==> src/rtl/matrix_operand_loader.sv <==
// Operand loader for the systolic multiplier: streams A then B into a shadow
// bank and transfers the pair into a held output bank. The output bank drives
// the multiplier's a/b buses while the next pair loads into the shadow bank.
module matrix_operand_loader #(
    parameter int unsigned N        = 2,
    parameter int unsigned OP_WIDTH = 8
) (
    input  logic                       clk,
    input  logic                       reset_n,
    input  logic                       in_valid,
    output logic                       in_ready,
    input  logic [OP_WIDTH-1:0]        in_data,
    output logic [N*N*OP_WIDTH-1:0]    a,
    output logic [N*N*OP_WIDTH-1:0]    b,
    output logic                       mat_valid,
    input  logic                       mat_ready,
    output logic                       start
);

    localparam int unsigned NN    = N * N;
    localparam int unsigned BUS_W = NN * OP_WIDTH;
    localparam int unsigned IDX_W = (NN > 1) ? $clog2(NN) : 1;

    typedef enum logic [1:0] {
        S_FILL_A = 2'd0,
        S_FILL_B = 2'd1,
        S_FULL   = 2'd2
    } state_t;

    state_t             r_state;
    state_t             w_state_nxt;
    logic [IDX_W-1:0]   r_idx;
    logic [BUS_W-1:0]   r_sh_a;
    logic [BUS_W-1:0]   r_sh_b;
    logic [BUS_W-1:0]   r_a;
    logic [BUS_W-1:0]   r_b;
    logic               r_mat_valid;
    logic               r_start;

    logic               w_in_ready;
    logic               w_wr_a;
    logic               w_wr_b;
    logic               w_accept;
    logic               w_last;
    logic               w_xfer;

    assign w_accept = w_wr_a | w_wr_b;
    assign w_last   = (r_idx == IDX_W'(NN - 1));

    // Fill FSM state register
    always_ff @(posedge clk or negedge reset_n) begin
        if (!reset_n) begin
            r_state <= S_FILL_A;
        end else begin
            r_state <= w_state_nxt;
        end
    end

    // Fill FSM next state: advance on the last element of each matrix, free on transfer
    always_comb begin
        w_state_nxt = r_state;
        case (r_state)
            S_FILL_A: if (w_accept && w_last) w_state_nxt = S_FILL_B;
            S_FILL_B: if (w_accept && w_last) w_state_nxt = S_FULL;
            S_FULL:   if (w_xfer)             w_state_nxt = S_FILL_A;
            default:                          w_state_nxt = S_FILL_A;
        endcase
    end

    // Fill FSM outputs: handshake, shadow write enables and transfer strobe
    always_comb begin
        w_in_ready = 1'b0;
        w_wr_a     = 1'b0;
        w_wr_b     = 1'b0;
        w_xfer     = 1'b0;
        case (r_state)
            S_FILL_A: begin
                w_in_ready = reset_n;
                w_wr_a     = in_valid & reset_n;
            end
            S_FILL_B: begin
                w_in_ready = reset_n;
                w_wr_b     = in_valid & reset_n;
            end
            S_FULL: begin
                w_xfer = !r_mat_valid || mat_ready;
            end
            default: begin
                w_in_ready = 1'b0;
            end
        endcase
    end

    // Element index within the matrix being filled; cleared after the last element
    always_ff @(posedge clk or negedge reset_n) begin
        if (!reset_n) begin
            r_idx <= '0;
        end else if (w_accept) begin
            r_idx <= w_last ? '0 : r_idx + IDX_W'(1);
        end
    end

    // Shadow bank: accepted element lands at the current row-major index
    always_ff @(posedge clk or negedge reset_n) begin
        if (!reset_n) begin
            r_sh_a <= '0;
            r_sh_b <= '0;
        end else begin
            for (int i = 0; i < NN; i++) begin
                if (w_wr_a && (r_idx == IDX_W'(i))) r_sh_a[i*OP_WIDTH +: OP_WIDTH] <= in_data;
                if (w_wr_b && (r_idx == IDX_W'(i))) r_sh_b[i*OP_WIDTH +: OP_WIDTH] <= in_data;
            end
        end
    end

    // Output bank: load on transfer, otherwise hold; valid drops on a plain consume
    always_ff @(posedge clk or negedge reset_n) begin
        if (!reset_n) begin
            r_a         <= '0;
            r_b         <= '0;
            r_mat_valid <= 1'b0;
            r_start     <= 1'b0;
        end else begin
            r_start <= w_xfer;
            if (w_xfer) begin
                r_a         <= r_sh_a;
                r_b         <= r_sh_b;
                r_mat_valid <= 1'b1;
            end else if (r_mat_valid && mat_ready) begin
                r_mat_valid <= 1'b0;
            end
        end
    end

    assign in_ready  = w_in_ready;
    assign a         = r_a;
    assign b         = r_b;
    assign mat_valid = r_mat_valid;
    assign start     = r_start;

endmodule

==> config.mk <==
export PLATFORM = sky130hd
export DESIGN_NAME = matrix_operand_loader
export DESIGN_NICKNAME = d
export VERILOG_FILES = /design/src/rtl/matrix_operand_loader.sv
export SDC_FILE = /design/constraint.sdc
export NUM_CORES = 1
export LEC_CHECK = 0
export ABC_CLOCK_PERIOD_IN_PS = 1750
export CORE_MARGIN = 2
export CORE_UTILIZATION = 40
export DETAILED_ROUTE_END_ITERATION = 16
export DONT_BUFFER_PORTS = 1
export PLACE_DENSITY = 0.59
export SYNTH_ARGS = -nofsm -noshare
export SYNTH_HDL_FRONTEND = slang
export SYNTH_SLANG_ARGS = --single-unit
==> constraint.sdc <==
create_clock -name clk -period 1.75 [get_ports clk]
set_clock_uncertainty 0.1 [all_clocks]
set_input_delay 0.35 -clock clk [delete_from_list [all_inputs] [get_ports clk]]
set_output_delay 0.35 -clock clk [all_outputs]
set_load 0.05 [all_outputs]
==> results of run 1 <==
-- power groups by stage --
stage,registers (µW),clock network [µW],logic [µW]
after floorplan,6600,0,1650
after global placement,6840,0,1780
after detailed placement,6890,0,1840
after CTS,6840,3670,1900
after global routing,6970,3810,2100
final,6800,3580,1900
-- sequential cells by signal, summed over array words and instances, names as in the netlist --
signal / flops
a: 32
b: 32
r_sh_a: 32
r_sh_b: 32
r_idx: 2
r_state: 2
mat_valid: 1
start: 1
-- per-layer routing --
layer,part of all wire (%),vias to the layer above
met5,0,-
met4,1.3,0
met3,6.3,14
met2,44,68
met1,48,1366
li1,-,1141
-- cell type report --
cell class | count | area, µm²
clock buffers | 23 | 508
clock inverters | 8 | 95.1
fillers | 1173 | 6880
inverters | 2 | 7.51
multi-input cells | 159 | 1900
flip-flops and latches | 134 | 3350
well taps | 176 | 220
repair buffers | 21 | 274
-- metrics by stage --
stage                     hold slack [ns]  power, µW  setup slack (ns)  area, µm²
final                              -0.468      12300            0.0723       6360
after CTS                          -0.492      12400            0.0106       6310
after detailed placement          -0.0427       8730            0.0341       5620
after global routing               -0.496      12900           -0.0182       6360
after global placement            -0.0428       8620            0.0878       5620
after floorplan                   -0.0456       8250            0.0429       5420
-- synthesized netlist by cell type --
master      n  area share, %
xor2_1      1           0.16
nand2b_4    2           0.51
nor2_2      2           0.23
mux2_2     76             16
dfrtp_1   134             62
nor2_4      1           0.21
nand3_1     3           0.28
buf_6       2           0.42
and2b_1     1           0.14
nor2b_4     1           0.25
nor2_1      2           0.14
buf_4       1           0.14
mux2_4     49             14
buf_12      6            2.2
and3b_1     1           0.16
o21ai_0     3           0.28
inv_1       2           0.14
nand2b_1    3           0.35
nand3_4     2           0.65
mux2_1      3           0.62
nand4_2     2           0.46
ha_1        4           0.92
nand2_1     3           0.21
buf_2       3           0.28
-- placed cells by master (no fill, tap or decap), types with 3 or more instances in the layout --
| cell | synthesis | routed |
|---|---|---|
| clkbuf_8 | 0 | 6 |
| mux2_2 | 76 | 76 |
| buf_12 | 6 | 6 |
| o21ai_0 | 3 | 3 |
| buf_4 | 1 | 5 |
| nand2b_4 | 2 | 3 |
| nand3_1 | 3 | 3 |
| clkinv_2 | 0 | 4 |
| dfrtp_1 | 134 | 133 |
| nand2_1 | 3 | 3 |
| clkbuf_16 | 0 | 18 |
| mux2_1 | 3 | 3 |
| ha_1 | 4 | 4 |
| dlygate4sd3_1 | 0 | 8 |
| mux2_4 | 49 | 49 |
-- path summary, 6_finish.rpt --
| path | start | to | slack (ns) |
|---|---|---|---|
| worst max-delay path | r_state[1] | in_ready | 0.07 |
| worst min-delay path | reset_n | r_sh_a[6] | -0.47 |
| worst max register to register | r_state[1] | r_sh_a[12] | 0.07 |
| worst min register to register | r_sh_b[2] | r_sh_b[2] | 0.39 |
| max in group asynchronous | reset_n | r_state[1] | 1.76 |
| min in group clk | mat_ready | mat_valid | 0.09 |
-- critical path, delay by kind of cell, from the launching register on --
family,cells,cell delay [ns]
flip-flops,1,0.44
AND/OR/NAND/NOR,1,0.21
buffers and inverters,1,0.16
-- logic make-up after synthesis --
family / after synthesis / synth area share [%]
and+or+nand+nor: 23 / 3.58
DFF: 134 / 61.9
adders and majority gates: 4 / 0.924
xor gates and xnor gates: 1 / 0.162
buffers and inverters: 14 / 3.19
AOI/OAI and AO/OA: 3 / 0.277
muxes: 128 / 30.0
-- repair_timing --
action,4_1_cts,5_1_grt
setup buffers,0,2
resized for setup,2,1
endpoints found under the hold margin,198,134
cloned,0,1
setup endpoints to repair,1,16
==> results.cfg, run 1 <==
[status]
status = complete, but fails checks
violations = hold timing

[clock_tree]
cts.path.max_buffers = 2
clkTransAtPathRegs_ns = 0.05
cts_buffers = 17
cts_sinks = 134
cts-root-buf = clkbuf_16
holdBufCountCts = 8
clock_latency_ns = 0.41
cts_tree = done
cts_max_level = 4

[synth]
syn_area_mm2 = 0.00542
synth-seq-area-share_pct = 61.9
yosys_warnings = 0
synth_cells = 307
syn_area_per_cell_um2 = 17.7
syn_nets = 323
yosysUniqueCellTypes = 24
synth-seq-cells = 134

[power]
leakagePower_uw = 0.00298
seq_power_share_pct = 55.4
p_sw_uw = 4360
p_sw_share_pct = 35.5
max-vdd-ir-drop_v = 0.00109
internal-power_uw = 7930
p_clk_share_pct = 29.1
p_per_area_mw_per_mm2 = 1930
pwr-share-comb_pct = 15.5

[sta]
tightest_slew_ns = 0.569
rsz0062_at_grt = yes
final-setup-viol-count = 0
max-slew-margin-rel_pct = 61.9
fin_crit_sh_pct = 95.9
timing.fmax_mhz = 596
slew_violations = 0
hold_ws_ns = -0.468
period_needed_ns = 1.68
hold_violations = 134
tns_ns = 0

[floorplan]
core_area_mm2 = 0.0132
rows = 42
start_util_pct = 40.9
dieArea_mm2 = 0.0145
die_w_um = 120
dieHeight_um = 120
ioPinCount = 79

[detailed_routing]
first_iter_violations = 109
drtAntennaViolNets = 0
via_per_inst = 4.95
num_vias = 2589
drc = 0
wire_per_inst_um = 20.2
totalWireLength_um = 10600
dr.pass1.iters = 4

[setup_path]
max_stage_delay_ns = 0.44
startpoint_type = flop
arrival_ns = 1.23
criticalPathCategory = flop to output pin
crit_slowest_cell = dfrtp_2
path_max_fanout = 5
cp.required_ns = 1.30
endpoint_kind = output pin
rr_worst_depth = 4
crit_chain = and2b_1 > buf_6

[global_route]
grt_pass1_vias = 2861
grt_pass1_wl_um = 16500
globalRouteMet3Util_pct = 6.84
grt_max_degree = 142
grt_antenna_before_repair = 0
grt_usage_pct = 15.6
use_met1_pct = 20.9
top_usage_layer = met2
grt_use_met2_pct = 22.6
grt_overflow = 0

[placed_design]
io_buffers = 0
place_congestion = 0.669
dp_hpwl_um = 6180
placed_cells = 481

[cells_and_area]
final_util_pct = 48.0
nNetsFinal = 351
drive_gt1_share_pct = 52.2
syn_to_final_growth_pct = 17.4
final_cells = 523
antenna_cells = 0

[run]
drv_cap = 0

[worst_hold_path]
min_path_type = primary input to async pin
Note: power is estimated with default switching activity, not from simulation.
==> inputs of run 2 (changes only) <==
--- a/config.mk
+++ b/config.mk
@@ -7,10 +7,10 @@
 export LEC_CHECK = 0
 export ABC_CLOCK_PERIOD_IN_PS = 1750
 export CORE_MARGIN = 2
-export CORE_UTILIZATION = 40
+export CORE_UTILIZATION = 30
 export DETAILED_ROUTE_END_ITERATION = 16
 export DONT_BUFFER_PORTS = 1
-export PLACE_DENSITY = 0.59
+export PLACE_DENSITY = 0.49
 export SYNTH_ARGS = -nofsm -noshare
 export SYNTH_HDL_FRONTEND = slang
 export SYNTH_SLANG_ARGS = --single-unit
==> run 2 against run 1 <==
The run still ends with hold timing left. Total power up 1.3%. Via count down 1.4%. Count of clock-buffer cells in the layout down 3. Utilization down 12 points. Cell area up 1.1%. Setup slack better by 0.0024 ns. First-iteration DRC count down 23%. Routed wire length up 7.0%. Sequential cell count unchanged. Critical path depth up 4. Cell count up 11%. Sequential power about the same. Largest cell class unchanged.
==> results.cfg, run 2 (synthesized netlist as in run 1, its figures left out) <==
[detailed_routing]
drc = 0
wire_per_inst_um = 19.5
drtAntennaViolNets = 0
num_vias = 2552
dr.pass1.iters = 4
via_per_inst = 4.42
first_iter_violations = 84
totalWireLength_um = 11300

[sta]
hold_ws_ns = -0.471
timing.fmax_mhz = 597
slew_violations = 0
layout_setup_ws_ns = 0.0747
max-slew-margin-rel_pct = 59.5
final-setup-viol-count = 0
tightest_slew_ns = 0.605
fin_crit_sh_pct = 95.7
rsz0062_at_grt = yes
hold_violations = 134
period_needed_ns = 1.68
tns_ns = 0

[global_route]
grt_pass1_vias = 2834
grt_antenna_before_repair = 4
grt_overflow = 0
grt_max_degree = 142
grt_usage_pct = 12.5
grt_pass1_wl_um = 17500

[power]
max-vdd-ir-drop_v = 0.000780
p_per_area_mw_per_mm2 = 1940
leakagePower_uw = 0.00297

[setup_path]
startpoint_type = flop
arrival_ns = 1.87
rr_worst_depth = 6
criticalPathCategory = flop to flop
rrSetupSlack_ns = 0.07
cp.required_ns = 1.95
reg2reg_from = r_idx[0]
path_max_fanout = 7
endpoint_kind = flop
r2r_end = r_sh_b[20]

[cells_and_area]
fill_cells = 1689
final_common_cell = dfrtp_1
final_cell_mix = 132 x dfrtp_1, 76 x mux2_2, 49 x mux2_4
drive_gt1_share_pct = 51.9
final_cells = 578
syn_to_final_growth_pct = 18.7
nNetsFinal = 350

[floorplan]
die_w_um = 138
start_util_pct = 30.4
ioPinCount = 79
dieArea_mm2 = 0.0192
rows = 49
dieHeight_um = 138
core_area_mm2 = 0.0178

[clock_tree]
cts.path.max_buffers = 2
cts_tree = done
cts-root-buf = clkbuf_16
clock_latency_ns = 0.41
cts_sinks = 134
clkTransAtPathRegs_ns = 0.06
cts_max_level = 4
cts_buffers = 17
holdBufCountCts = 8

[placed_design]
dp_hpwl_um = 6640
place_congestion = 0.706
placed_cells = 534
place_ws_ns = 0.0233
io_buffers = 0

[status]
violations = hold timing
status = complete, but fails checks

[worst_hold_path]
min_path_type = primary input to async pin

[run]
drv_cap = 0
run 2: per-stage QoR:
step | instance area [µm²] | hold slack, ns | utilization [%] | total power (µW)
4_1_cts | 6390 | -0.497 | 35.8 | 12600
2_1_floorplan | 5420 | -0.0456 | - | 8250
3_5_place_dp | 5680 | -0.0418 | 31.8 | 8700
5_1_grt | 6430 | -0.511 | 36.0 | 13100
6_report | 6430 | -0.471 | 36.1 | 12400
3_3_place_gp | 5680 | -0.0422 | 31.8 | 8610
run 2: area by class of cell:
cell class	count	area (µm²)	area share [%]
Multi-Input combinational cell	159	1910	29.8
Sequential cell	134	3360	52.2
Clock inverter	12	176	2.74
Timing Repair Buffer	20	240	3.73
Antenna cell	2	5.00	0.0778
Clock buffer	20	447	6.94
Inverter	2	7.51	0.117
Tap cell	229	287	4.45
run 2: critical path, cell delays in order, from the launching register on:
cell	delay (ns)
dfrtp_1	0.41
inv_1	0.11
ha_1	0.16
nand3_1	0.14
nor2_4	0.15
buf_6	0.15
mux2_2	0.33
run 2: metal layers:
layer / share of wire (%) / vias to the layer above / GRT usage (%)
li1: - / 1144 / -
met2: 49 / 58 / 20.3
met4: 1.5 / 4 / 4.51
met1: 44 / 1329 / 14.9
met3: 5.3 / 17 / 5.26
met5: 0.27 / - / 0
run 2: worst max-delay path by stage:
stage / cells after the start / startpoint / endpoint / slack [ns]
2_1_floorplan: 5 / mat_valid / a[0] / 0.04
6_report: 6 / r_idx[0] / r_sh_b[20] / 0.07
3_3_place_gp: 3 / r_state[1] / r_sh_b[10] / 0.05
5_1_grt: 6 / r_idx[0] / r_sh_b[21] / -0.004
4_1_cts: 2 / r_state[1] / in_ready / 0.01
3_5_place_dp: 3 / r_state[1] / r_sh_b[11] / 0.02
run 2: report_power, final:
group / internal, µW / switching [µW]
registers: 4300 / 2500
logic: 1310 / 575
clock network: 2420 / 1350
run 2: timing repair:
item	CTS	global route
endpoints found under the setup margin	1	19
pin swaps	0	0
hold endpoints to repair	198	134
gates resized for setup	2	5
setup buffers	0	2
==> inputs of run 3 (changes only) <==
--- a/config.mk
+++ b/config.mk
@@ -8,6 +8,7 @@
 export ABC_CLOCK_PERIOD_IN_PS = 1750
 export CORE_MARGIN = 2
 export CORE_UTILIZATION = 30
+export CTS_CLUSTER_DIAMETER = 100
 export DETAILED_ROUTE_END_ITERATION = 16
 export DONT_BUFFER_PORTS = 1
 export PLACE_DENSITY = 0.49
==> results of run 3 <==
Final layout, timing and power as in run 2 (identical DEF).
==> RTL change 1, RTL diff (flow settings as in run 2) <==
Re-encode `state_t` (3 states) as one-hot, 3 bits wide.
--- a/src/rtl/matrix_operand_loader.sv
+++ b/src/rtl/matrix_operand_loader.sv
@@ -21,10 +21,10 @@
     localparam int unsigned BUS_W = NN * OP_WIDTH;
     localparam int unsigned IDX_W = (NN > 1) ? $clog2(NN) : 1;
 
-    typedef enum logic [1:0] {
-        S_FILL_A = 2'd0,
-        S_FILL_B = 2'd1,
-        S_FULL   = 2'd2
+    typedef enum logic [2:0] {
+        S_FILL_A = 3'b001,
+        S_FILL_B = 3'b010,
+        S_FULL   = 3'b100
     } state_t;
 
     state_t             r_state;
Function: same outputs for any inputs over 10 cycles, from zero or initial values and one cycle with reset_n low; not proved beyond that.
==> RTL change 1 against run 2 <==
- the run ends with hold timing, setup timing left
- clock power decreased by 9.5%
- core utilization rose by 2.3 points
- synthesized area fell by 4.0%
- worst setup slack lost 0.27 ns
- sequential cell count up 1
- routed wire length increased by 1.7%
- hold slack about the same
- total power is 31% lower
- cell area rose by 1.9%
==> RTL change 1: results <==
[clock_network]
hold_buffers = 9
cts_made_buffers = 17
clock_latency_ns = 0.42
cts_root_buffer = "clkbuf_16"
htreeDepth = 4

[min_path]
hp-class = "in2async"

[outcome]
status = "finished, violations left"
failed_checks = "hold timing, setup timing"

[placed_design]
routabilityCongestion = 0.775
io_buffer_count = 0
place_hpwl_um = 6930
pre_cts_ws_ns = -0.0916

[layout]
filler_cell_count = 1620
drive_gt1_share_pct = 55.8
nets = 370

[synth]
ys.flop_type = "dfrtp_1"
synth.area.top_cells = "dfrtp_1 64%, mux2_2 28%, ha_1 0.96%, buf_2 0.58%, buf_4 0.58%"
ys_types = 25
yosysWarnings = 0
yosys-top-cells-count = "134 x dfrtp_1, 131 x mux2_2, 6 x buf_2"
yosysSeqAreaShare_pct = 65.0
syn_nets = 331

[timing]
setup_viol = 65
layout_setup_ws_ns = -0.199
holdWs_ns = -0.471
hold_violations = 135
slew_headroom_pct = 57.7

[grt]
grt_usage_pct = 13.4
grt_pass1_wl_um = 17700
grt_pass1_vias = 2966
antenna_found_initial = 3

[power_and_ir_drop]
clkPwrFrac_pct = 39.5
power.leakage_nw = 3.13
peakVddDrop_v = 0.000681
power.internal_mw = 6.67

[detailed_routing]
drt_iter0_drc = 105
dr.pass1.iters = 4
vias = 2690
wl_um = 11500

[critical_path]
critPathMaxFanout = 2
crit_arrival_ns = 1.50
-- RTL change 1: metrics by stage --
step           setup TNS, ns  std cells  power, mW  cell area [sq um]
6_report               -2.14        592       8.64               6560
5_1_grt               -10.51        590       9.07               6550
4_1_cts                -2.28        589       8.56               6420
2_1_floorplan        -0.0605        315       4.67               5210
3_3_place_gp           -2.40        548       4.90               5680
3_5_place_dp           -4.75        548       4.96               5680
-- RTL change 1: cell type report --
class                      count  area share (%)
sequential                   135            51.6
clock inverter                 2           0.572
clock buffer                  27            8.13
multi-input combinational    165            29.4
inverter                       4           0.267
tap                          225            4.29
timing repair buffer          31            5.59
antenna                        3           0.114
-- RTL change 1: critical path, stage by stage (launching register included) --
cell	delay, ns
dfstp_2	0.53
buf_6	0.11
xnor2_4	0.07
nor3b_2	0.18
buf_6	0.18
-- RTL change 1: path summary, 6_finish.rpt --
check                           slack (ns)         end  startpoint  cells past startpoint
worst max-delay path                 -0.20    in_ready  r_state[0]                      4
worst min-delay path                 -0.47   r_sh_b[9]     reset_n                      0
worst max register to register       -0.05        b[9]  r_state[0]                      5
worst min register to register        0.40       b[15]  r_sh_b[15]                      1
max in group asynchronous             1.79  r_state[0]     reset_n                      0
min in group clk                      0.17  r_state[0]   mat_ready                      3
-- RTL change 1: cell families (layout without fill, tap and decap cells) --
logic type	count (synthesis)	in the layout	synth area share [%]
AOI/OAI and AO/OA	4	4	0.481
xor gates and xnor gates	1	1	0.168
adders and majority gates	4	4	0.962
buffers and inverters	15	64	1.52
DFF	135	135	65.0
muxes	131	131	28.4
other	0	3	0
and+or+nand+nor	25	25	3.54
-- RTL change 1: power groups by stage --
stage | Sequential (mW) | Clock, mW | Combinational [mW]
after floorplan | 3.96 | 0 | 0.712
after global placement | 4.05 | 0 | 0.844
after detailed placement | 4.08 | 0 | 0.875
after CTS | 4.03 | 3.52 | 1.01
after global routing | 4.12 | 3.66 | 1.29
final | 4.04 | 3.41 | 1.19
-- RTL change 1: routing by layer --
metal	global-route usage, %	wire length (um)	up-vias
li1	-	-	1194
met1	15.9	4980	1426
met3	5.61	745	11
met4	5.73	140	0
met2	21.2	5620	59
met5	0	0	-
-- RTL change 1: timing repair --
| item | 4_1_cts | 5_1_grt |
|---|---|---|
| buffers inserted | 3 | 1 |
| pin swaps | 2 | 9 |
| setup endpoints to repair | 91 | 116 |
| gates resized for setup | 12 | 36 |
| hold endpoints to repair | 200 | 135 |
==> RTL change 2, RTL diff (config.mk and constraints of run 2) <==
Made on the original files. The parameter `N` goes from 2 to 4.
--- a/src/rtl/matrix_operand_loader.sv
+++ b/src/rtl/matrix_operand_loader.sv
@@ -2,7 +2,7 @@
 // bank and transfers the pair into a held output bank. The output bank drives
 // the multiplier's a/b buses while the next pair loads into the shadow bank.
 module matrix_operand_loader #(
-    parameter int unsigned N        = 2,
+    parameter int unsigned N        = 4,
     parameter int unsigned OP_WIDTH = 8
 ) (
     input  logic                       clk,
Ports: changed (resized a and b); port bits go from 79 to 271. No check against the original RTL was run, so the function may have changed too.
==> RTL change 2 against run 2 <==
- the flow finishes with violations (hold timing, setup timing)
- routed wire length rose to 4.9 times the old value
- sequential cell count up 386
- register-to-register slack worse by 0.27 ns
- sequential power up 120%
- cell area rose to 4.1 times the old value
- synthesized area rose to 3.7 times the old value
- via count rose to 4.1 times the old value
- total power up 140%
- worst setup slack worse by 0.63 ns
- core utilization up 4.3 points
- critical path type is now in2reg
==> RTL change 2: results <==
[outcome]
status = "finished, violations left"
failed_checks = "hold timing, setup timing"

[synth]
ys_types = 34
syn_nets = 1197
yosysSeqAreaShare_pct = 65.8
yosys-top-cells-count = "520 x dfrtp_1, 503 x mux2_2, 35 x buf_2, 28 x clkbuf_1, 13 x nand2_1"
synth.area.top_cells = "dfrtp_1 66%, mux2_2 29%, buf_2 0.89%, clkbuf_1 0.53%, nand3_2 0.40%"

[critical_path]
reg2reg_from = "r_state[1]"
max_stage_delay_ns = 0.77
critPathMaxFanout = 525
r2r_end = "r_sh_b[68]"
cp_slowest_cell = "and4bb_2"
crit_arrival_ns = 2.69

[timing]
hold_violations = 520
layout_setup_ws_ns = -0.559
slew_headroom_pct = 7.38
holdWs_ns = -0.624
setup_viol = 480

[placed_design]
place_area_sq_um = 21600

[grt]
antenna_found_initial = 1
grt_usage_pct = 15.2
grt_pass1_wl_um = 76300
grt_start_max_net_pins = 526

[clock_network]
htreeDepth = 2
hold_buffers = 10
cts_made_buffers = 57
clock_latency_ns = 0.62
clk_path_buf_depth = 3

[layout]
num_antenna_cells = 0

[power_and_ir_drop]
power.leakage_nw = 12.8

[detailed_routing]
wl_um = 55100
viasPerCell = 4.72
[RTL change 2: cell count changes in the layout (fill, tap and decap cells not counted), sizes merged, moves of 5 or more]
cell,run 2,this run
nand2,3,13
nor3,0,5
clkbuf,20,98
buf,12,132
dlygate4sd3,8,2
mux2,128,512
dfrtp,134,520
[RTL change 2: worst reg2reg max path: stages, from the launching register on]
cell	delay [ns]
dfrtp_2	0.45
nand3b_4	0.23
buf_12	0.24
buf_6	0.12
nor3_4	0.21
buf_12	0.18
mux2_4	0.31
[RTL change 2: cell type report]
type | count | area (sq um)
fill | 5837 | 39100
sequential | 520 | 13200
multi-input combinational | 584 | 7800
timing repair buffer | 148 | 2470
clock buffer | 84 | 1650
tap | 864 | 1080
clock inverter | 12 | 155
inverter | 4 | 30.0
timing repair inverter | 1 | 30.0
[RTL change 2: repair_timing]
action	CTS	global route
cloned	13	16
setup endpoints to repair	655	664
pin swaps	11	12
buffers inserted	28	17
hold endpoints to repair	779	520
resized for setup	129	451
[RTL change 2: worst max-delay path by stage]
stage,startpoint,end,slack [ns],depth (start not counted)
after floorplan,r_idx[0],r_sh_b[0],-0.15,6
after global placement,reset_n,r_sh_b[3],-0.29,4
after detailed placement,r_idx[1],r_sh_b[8],-0.28,5
after CTS,r_state[1],in_ready,-0.23,3
after global routing,r_state[1],in_ready,-0.24,3
final,reset_n,r_sh_a[35],-0.56,6
[RTL change 2: cell families after synthesis]
group,after synthesis,synth area share [%]
and+or+nand+nor,60,2.56
DFF,520,65.8
buffers and inverters,78,1.97
muxes,512,29.2
adders and majority gates,4,0.253
AOI/OAI and AO/OA,6,0.177
xor gates and xnor gates,1,0.0443
[RTL change 2: report_power, final]
part | internal [mW] | switching [mW]
clock network | 6.89 | 4.84
registers | 13.6 | 1.01
logic | 2.17 | 1.36
total | 22.7 | 7.21
[RTL change 2: through the flow]
step | hold WS, ns | util [%] | cells | power [mW]
floorplan | -0.0456 | - | 1181 | 16.6
global placement | -0.0218 | 33.0 | 2049 | 17.3
detailed placement | -0.0208 | 33.0 | 2049 | 17.5
CTS | -0.675 | 37.7 | 2194 | 30.0
global route | -0.653 | 40.4 | 2217 | 31.2
finish | -0.624 | 40.4 | 2217 | 29.9
[RTL change 2: metal layers]
layer	global-route usage (%)	vias to the layer above	routed length, um
li1	-	4452	-
met2	24.9	194	26300
met3	4.28	71	3240
met5	0	-	0
met4	3.90	0	1000
met1	19.8	5740	24600
